<file path="config.mk">
export PLATFORM = sky130hd
export DESIGN_NAME = tff_count_seq_flat
export DESIGN_NICKNAME = d
export VERILOG_FILES = /design/src/rtl/tff_seq_pkg.sv /design/src/rtl/tff_count_seq_if.sv /design/src/rtl/tff_count_seq_toggle_gen.sv /design/src/rtl/tff_count_seq.sv /design/src/flat_wrapper.sv
export SDC_FILE = /design/constraint.sdc
export NUM_CORES = 1
export LEC_CHECK = 0
export CORE_MARGIN = 2
export CORE_UTILIZATION = 30
export CTS_CLUSTER_DIAMETER = 30
export DETAILED_ROUTE_END_ITERATION = 8
export GPL_TIMING_DRIVEN = 0
export SYNTH_ARGS = -nofsm -noshare
export SYNTH_HDL_FRONTEND = slang
export SYNTH_HIERARCHICAL = 1
export SYNTH_SLANG_ARGS = --single-unit
export TNS_END_PERCENT = 10
</file>
<file path="constraint.sdc">
create_clock -name clk -period 1.6 [get_ports clk]
set_input_delay 0.4 -clock clk [delete_from_list [all_inputs] [get_ports clk]]
set_output_delay 0.4 -clock clk [all_outputs]
set_load 0.05 [all_outputs]
</file>
<file path="src/rtl/tff_seq_pkg.sv">
// Shared types and constants for the tFlipFlop bank counter sequencer.
package tff_seq_pkg;

    typedef enum logic [1:0] {
        ST_IDLE   = 2'd0,
        ST_PRESET = 2'd1,
        ST_RUN    = 2'd2,
        ST_DONE   = 2'd3
    } state_e;

    localparam logic DIR_UP    = 1'b0;
    localparam logic DIR_DOWN  = 1'b1;
    localparam int   MAX_WIDTH = 16;

    // One count step of a binary value in the given direction.
    function automatic logic [MAX_WIDTH-1:0] step_value(input logic [MAX_WIDTH-1:0] v,
                                                        input logic d);
        logic [MAX_WIDTH-1:0] r;
        if (d == DIR_DOWN) begin
            r = v - 16'd1;
        end else begin
            r = v + 16'd1;
        end
        return r;
    endfunction

endpackage

</file>
<file path="src/rtl/tff_count_seq_if.sv">
// Control handshake plus bank toggle/feedback bundle of the counter sequencer.
interface tff_count_seq_if #(parameter int WIDTH = 4);
    logic             start;
    logic             abort;
    logic             dir;
    logic [WIDTH-1:0] limit;
    logic [WIDTH-1:0] q_fb;
    logic [WIDTH-1:0] t_vec;
    logic             busy;
    logic             done;
    logic             err;

    modport master (output start, abort, dir, limit, q_fb,
                    input  t_vec, busy, done, err);
    modport slave  (input  start, abort, dir, limit, q_fb,
                    output t_vec, busy, done, err);
endinterface

</file>
<file path="src/rtl/tff_count_seq_toggle_gen.sv">
// Toggle pattern for one up/down count step of a tFlipFlop bank.
// Bit i toggles when all lower bits are 1 (up) or all lower bits are 0 (down).
module tff_toggle_gen #(parameter int WIDTH = 4) (
    input  logic [WIDTH-1:0] q,
    input  logic             dir,
    output logic [WIDTH-1:0] t
);
    import tff_seq_pkg::*;

    logic [WIDTH-1:0] bits_s;
    logic             chain_s;

    // Ripple carry/borrow chain over the (optionally inverted) bank value.
    always_comb begin
        bits_s  = (dir == DIR_DOWN) ? ~q : q;
        chain_s = 1'b1;
        t       = {WIDTH{1'b0}};
        for (int i = 0; i < WIDTH; i++) begin
            t[i]    = chain_s;
            chain_s = chain_s & bits_s[i];
        end
    end
endmodule

</file>
<file path="src/rtl/tff_count_seq.sv">
// Sequencer that presets a bank of tFlipFlop cells and counts it to a target.
// Optional shadow-value mismatch checker enabled by macro TFF_SEQ_CHECK_EN.
module tff_count_seq #(parameter int WIDTH = 4) (
    input  logic            clk,
    input  logic            rst,
    tff_count_seq_if.slave  bus
);
    import tff_seq_pkg::*;

    state_e           state_r;
    state_e           state_nx_s;
    logic             dir_r;
    logic [WIDTH-1:0] limit_r;
    logic             busy_r;
    logic             done_r;
    logic [WIDTH-1:0] step_t_s;
    logic [WIDTH-1:0] preset_s;
    logic [WIDTH-1:0] t_vec_s;
    logic             at_target_s;
    logic             accept_s;

    tff_toggle_gen #(.WIDTH(WIDTH)) u_toggle_gen (
        .q   (bus.q_fb),
        .dir (dir_r),
        .t   (step_t_s)
    );

    // Preset value, target detection and start acceptance.
    always_comb begin
        preset_s = (dir_r == DIR_DOWN) ? limit_r : {WIDTH{1'b0}};
        if (dir_r == DIR_DOWN) begin
            at_target_s = (bus.q_fb == {WIDTH{1'b0}});
        end else begin
            at_target_s = (bus.q_fb == limit_r);
        end
        accept_s = (state_r == ST_IDLE) && bus.start && !bus.abort;
    end

    // Next state and combinational toggle vector; abort and rst force zero toggles.
    always_comb begin
        state_nx_s = state_r;
        t_vec_s    = {WIDTH{1'b0}};
        if (rst) begin
            state_nx_s = ST_IDLE;
        end else begin
            case (state_r)
                ST_IDLE: begin
                    state_nx_s = accept_s ? ST_PRESET : ST_IDLE;
                end
                ST_PRESET: begin
                    if (bus.abort) begin
                        state_nx_s = ST_IDLE;
                    end else begin
                        t_vec_s    = bus.q_fb ^ preset_s;
                        state_nx_s = ST_RUN;
                    end
                end
                ST_RUN: begin
                    if (bus.abort) begin
                        state_nx_s = ST_IDLE;
                    end else if (at_target_s) begin
                        state_nx_s = ST_DONE;
                    end else begin
                        t_vec_s    = step_t_s;
                    end
                end
                ST_DONE: begin
                    state_nx_s = ST_IDLE;
                end
                default: begin
                    state_nx_s = ST_IDLE;
                end
            endcase
        end
    end

    // State, latched request and registered status outputs.
    always_ff @(posedge clk) begin
        if (rst) begin
            state_r <= ST_IDLE;
            dir_r   <= DIR_UP;
            limit_r <= {WIDTH{1'b0}};
            busy_r  <= 1'b0;
            done_r  <= 1'b0;
        end else begin
            state_r <= state_nx_s;
            busy_r  <= (state_nx_s == ST_PRESET) || (state_nx_s == ST_RUN);
            done_r  <= (state_nx_s == ST_DONE);
            if (accept_s) begin
                dir_r   <= bus.dir;
                limit_r <= bus.limit;
            end
        end
    end

    assign bus.t_vec = t_vec_s;
    assign bus.busy  = busy_r;
    assign bus.done  = done_r;

`ifdef TFF_SEQ_CHECK_EN
    logic [WIDTH-1:0] exp_r;
    logic             err_r;

    // Shadow of the expected bank value and sticky mismatch flag.
    always_ff @(posedge clk) begin
        if (rst) begin
            exp_r <= {WIDTH{1'b0}};
            err_r <= 1'b0;
        end else begin
            if (accept_s) begin
                err_r <= 1'b0;
            end else if ((state_r == ST_RUN) && (bus.q_fb != exp_r)) begin
                err_r <= 1'b1;
            end else begin
                err_r <= err_r;
            end
            if ((state_r == ST_PRESET) && !bus.abort) begin
                exp_r <= preset_s;
            end else if ((state_r == ST_RUN) && !bus.abort && !at_target_s) begin
                exp_r <= WIDTH'(step_value(MAX_WIDTH'(exp_r), dir_r));
            end else begin
                exp_r <= exp_r;
            end
        end
    end

    assign bus.err = err_r;
`else
    assign bus.err = 1'b0;
`endif
endmodule

</file>
<file path="src/flat_wrapper.sv">
// flat-port wrapper written by rule: the top's interface ports become plain ports
module tff_count_seq_flat import tff_seq_pkg::*;
#(parameter int WIDTH = 4)
  (clk, rst, bus_start, bus_abort, bus_dir, bus_limit, bus_q_fb, bus_t_vec, bus_busy, bus_done, bus_err);
  tff_count_seq_if #(.WIDTH(WIDTH)) bus_i ();
  input  logic clk;
  input  logic rst;
  input wire logic [$bits(bus_i.start)-1:0] bus_start;
  input wire logic [$bits(bus_i.abort)-1:0] bus_abort;
  input wire logic [$bits(bus_i.dir)-1:0] bus_dir;
  input wire logic [$bits(bus_i.limit)-1:0] bus_limit;
  input wire logic [$bits(bus_i.q_fb)-1:0] bus_q_fb;
  output wire logic [$bits(bus_i.t_vec)-1:0] bus_t_vec;
  output wire logic [$bits(bus_i.busy)-1:0] bus_busy;
  output wire logic [$bits(bus_i.done)-1:0] bus_done;
  output wire logic [$bits(bus_i.err)-1:0] bus_err;
  assign bus_i.start = bus_start;
  assign bus_i.abort = bus_abort;
  assign bus_i.dir = bus_dir;
  assign bus_i.limit = bus_limit;
  assign bus_i.q_fb = bus_q_fb;
  assign bus_t_vec = bus_i.t_vec;
  assign bus_busy = bus_i.busy;
  assign bus_done = bus_i.done;
  assign bus_err = bus_i.err;
  tff_count_seq #(.WIDTH(WIDTH)) u_core (.clk(clk), .rst(rst), .bus(bus_i));
endmodule
</file>
==> out/qor.csv <==
metric,value,unit
whs,0.548,ns
crit_path_start_kind,primary input,
drv_cap,0,
net-switching-power,149,uW
fp-row-count,16,
port_buffers,18,
cts_tree,done,
synth.yosys.warnings,6,
share_of_synthesized_registers_carrying_an_async_set_or_reset,0,
arrival_time_at_the_worst_endpoint,1.81,ns
drive_gt1_frac,0.324,
fp.dieH,50.4,um
synth.top_cells.by_count,"dfxtp_1 (9), nand2_1 (9), xor2_1 (9)",
die-width,50.4,um
worst-path-max-fanout,4,
drt-initial-drc-count,5,
core_region_area,2000,um2
post_drt_via_cell_ratio,4.67,
sinks_on_the_clock_net,9,
finalHoldViolations,0,
power.leakage,0.430,nW
slew_violations,0,
power.sequential.fraction,0.452,
globalRouteOverflowTotal,0,
place_hpwl,1100,um
boundaryPins,20,
failed_checks,negative setup slack,
timing.hold.worst_endpoint,u_core/limit_r[1],
effective_utilization_at_floorplan,0.322,
pwr-share-comb,0.224,
yosys.area.top_type,dfxtp_1,
worst_hold_startpoint,u_core/limit_r[1],
yosys_reg_bits,9,
detailed_route_wire_length_per_cell,11.1,um
post_synth_main_area_contributors,"dfxtp_1 (28%), xor2_1 (12%), ha_1 (7.8%)",
worstReg2RegEnd,u_core/bus.busy,
grt_max_degree,12,
routability_cong,0.730,
synth_edf_count,0,
netSwitchingFraction,0.280,
power_frac_clock,0.324,
yosysSeqAreaShare,0.279,
critPathCaptureType,output port,
path_class,in -> out,
syn-mean-instance-area,8.49,um2
hold_path_depth,2,
r2r_setup_slack,-0.09,ns
postRouteAntennaNets,0,
clk_root_buffer_cell,clkbuf_4,
dominantRegCellSynth,dfxtp_1,
routed-via-count,603,
ff2ff_path_depth,6,
peakVddDrop,430,uV
timing.final.crit_share,1.38,
timing.rr.start,u_core/limit_r[3],
min_delay_worst_type,reg -> reg,
antenna_cells,0,
cts_made_buffers,3,
mappedNetlistNets,93,
die_area,2540,um2
mappedNetlistArea,646,um2
finalSetupViolations,6,
cts_max_level,1,
final_nets,120,
netlist-cell-type-count,27,
worst_skew_pair_later_pin_latency,0.26,ns
synth_top_cell_area_share,0.279,
power.density_cell_area,507,nW/um2
min_period,2.21,ns
grt.total_usage,0.127,
antenna_found_initial,0,
totalNegativeSetupSlack,-2.68,ns
grt_first_pass_wirelength,2410,um
drc,0,
layout-area-overhead-vs-synth,62.2,%
detailedRoute.firstPassIterationCount,4,
unrepaired_setup_endpoints_after_global_routing,yes,
cp.required,1.20,ns
finalClockSkew,0.00503,ns
first_global_vias,544,
timing.final.ws_setup,-0.615,ns
internal_power,383,uW
cell_count_after_synthesis,76,
outcome,"finished, violations left",
fmaxAchievable,0.452,GHz
routed_wirelength,1440,um
cts.path.max_buffers,2,
cts.clk_slew.worst_paths,0.06,ns
## stage by stage
| stage | instance area [um2] | utilization | cells | setup WS, ns | total power, mW |
|---|---|---|---|---|---|
| final | 1050 | 0.523 | 129 | -0.615 | 0.531 |
| after global routing | 1050 | 0.523 | 129 | -0.705 | 0.571 |
| after CTS | 1040 | 0.519 | 128 | -0.681 | 0.542 |
| after detailed placement | 950 | 0.474 | 121 | -1.66 | 0.362 |
| after global placement | 950 | 0.474 | 121 | -1.67 | 0.360 |
| after floorplan | 736 | - | 76 | -0.368 | 0.312 |
## worst max path at each step
stage | startpoint | to | slack [ns] | cells after the start
after floorplan | u_core/state_r[1] | bus_t_vec[0] | -0.37 | 6
after global placement | bus_q_fb[0] | bus_t_vec[2] | -1.67 | 6
after detailed placement | bus_q_fb[0] | bus_t_vec[0] | -1.66 | 6
after CTS | u_core/state_r[0] | bus_t_vec[0] | -0.68 | 8
after global routing | u_core/state_r[1] | bus_t_vec[2] | -0.71 | 8
final | rst | bus_t_vec[1] | -0.61 | 7
## routing by layer
metal  vias to the layer above  track usage  wire [um]  share of wire
met5                         -            0          0              0
met4                         0       0.0270          0              0
li1                        310            -          -              -
met3                         0       0.0565         74          0.052
met2                        13        0.215        717           0.50
met1                       280        0.148        644           0.45
## kinds of logic after synthesis
kind of cell               Yosys count  share of synthesized area
buffers and inverters                6                     0.0484
muxes                                5                     0.0775
DFF                                  9                      0.279
and+or+nand+nor                     29                      0.233
AOI/OAI and AO/OA                   12                      0.151
adders and majority gates            4                     0.0775
other                                2                     0.0116
xor gates and xnor gates             9                      0.122
## sequential cells by signal, indices dropped and copies added, names as in the netlist
name	cells
u_core/limit_r	4
u_core/state_r	2
u_core/dir_r	1
u_core/bus.busy	1
u_core/bus.done	1
## power groups by stage
| stage | Sequential (mW) | Combinational (mW) | Clock (mW) |
|---|---|---|---|
| 6_report | 0.240 | 0.119 | 0.172 |
| 4_1_cts | 0.241 | 0.118 | 0.183 |
| 3_3_place_gp | 0.245 | 0.115 | 0 |
| 2_1_floorplan | 0.244 | 0.0673 | 0 |
| 3_5_place_dp | 0.246 | 0.116 | 0 |
| 5_1_grt | 0.242 | 0.130 | 0.199 |
## worst max-delay path: stages
cell and delay [ns]:
clkdlybuf4s50_1 0.46, nor3b_4 0.23, nand2_2 0.08, a211oi_4 0.20, buf_12 0.16, o2bb2ai_4 0.11, buf_6 0.17
## layout make-up
type                    instances  area [um2]
fillers                       200         955
plain buffers                   4        25.0
repair buffers                 22         219
flip-flops and latches          9         183
multi-input cells              61         553
clock buffers                   4        26.3
inverters                       2        7.51
well taps                      27        33.8
## what timing repair did
item | in CTS | in global routing
hold buffers | 0 | 0
pin swaps | 6 | 4
setup buffers | 3 | 1
setup endpoints to repair | 9 | 6
resized for setup | 42 | 0
hold endpoints to repair | 0 | 0
## cell usage in the layout (no fill, tap or decap), types with 3 or more instances in the layout
master / count
nand2_1: 8
o2bb2ai_4: 4
clkdlybuf4s50_1: 7
mux2i_1: 5
xor2_1: 9
nor2_1: 6
clkbuf_4: 3
ha_1: 3
buf_6: 4
buf_4: 5
dfxtp_1: 7
dlygate4sd2_1: 7
(Power assumes the default switching activity.)
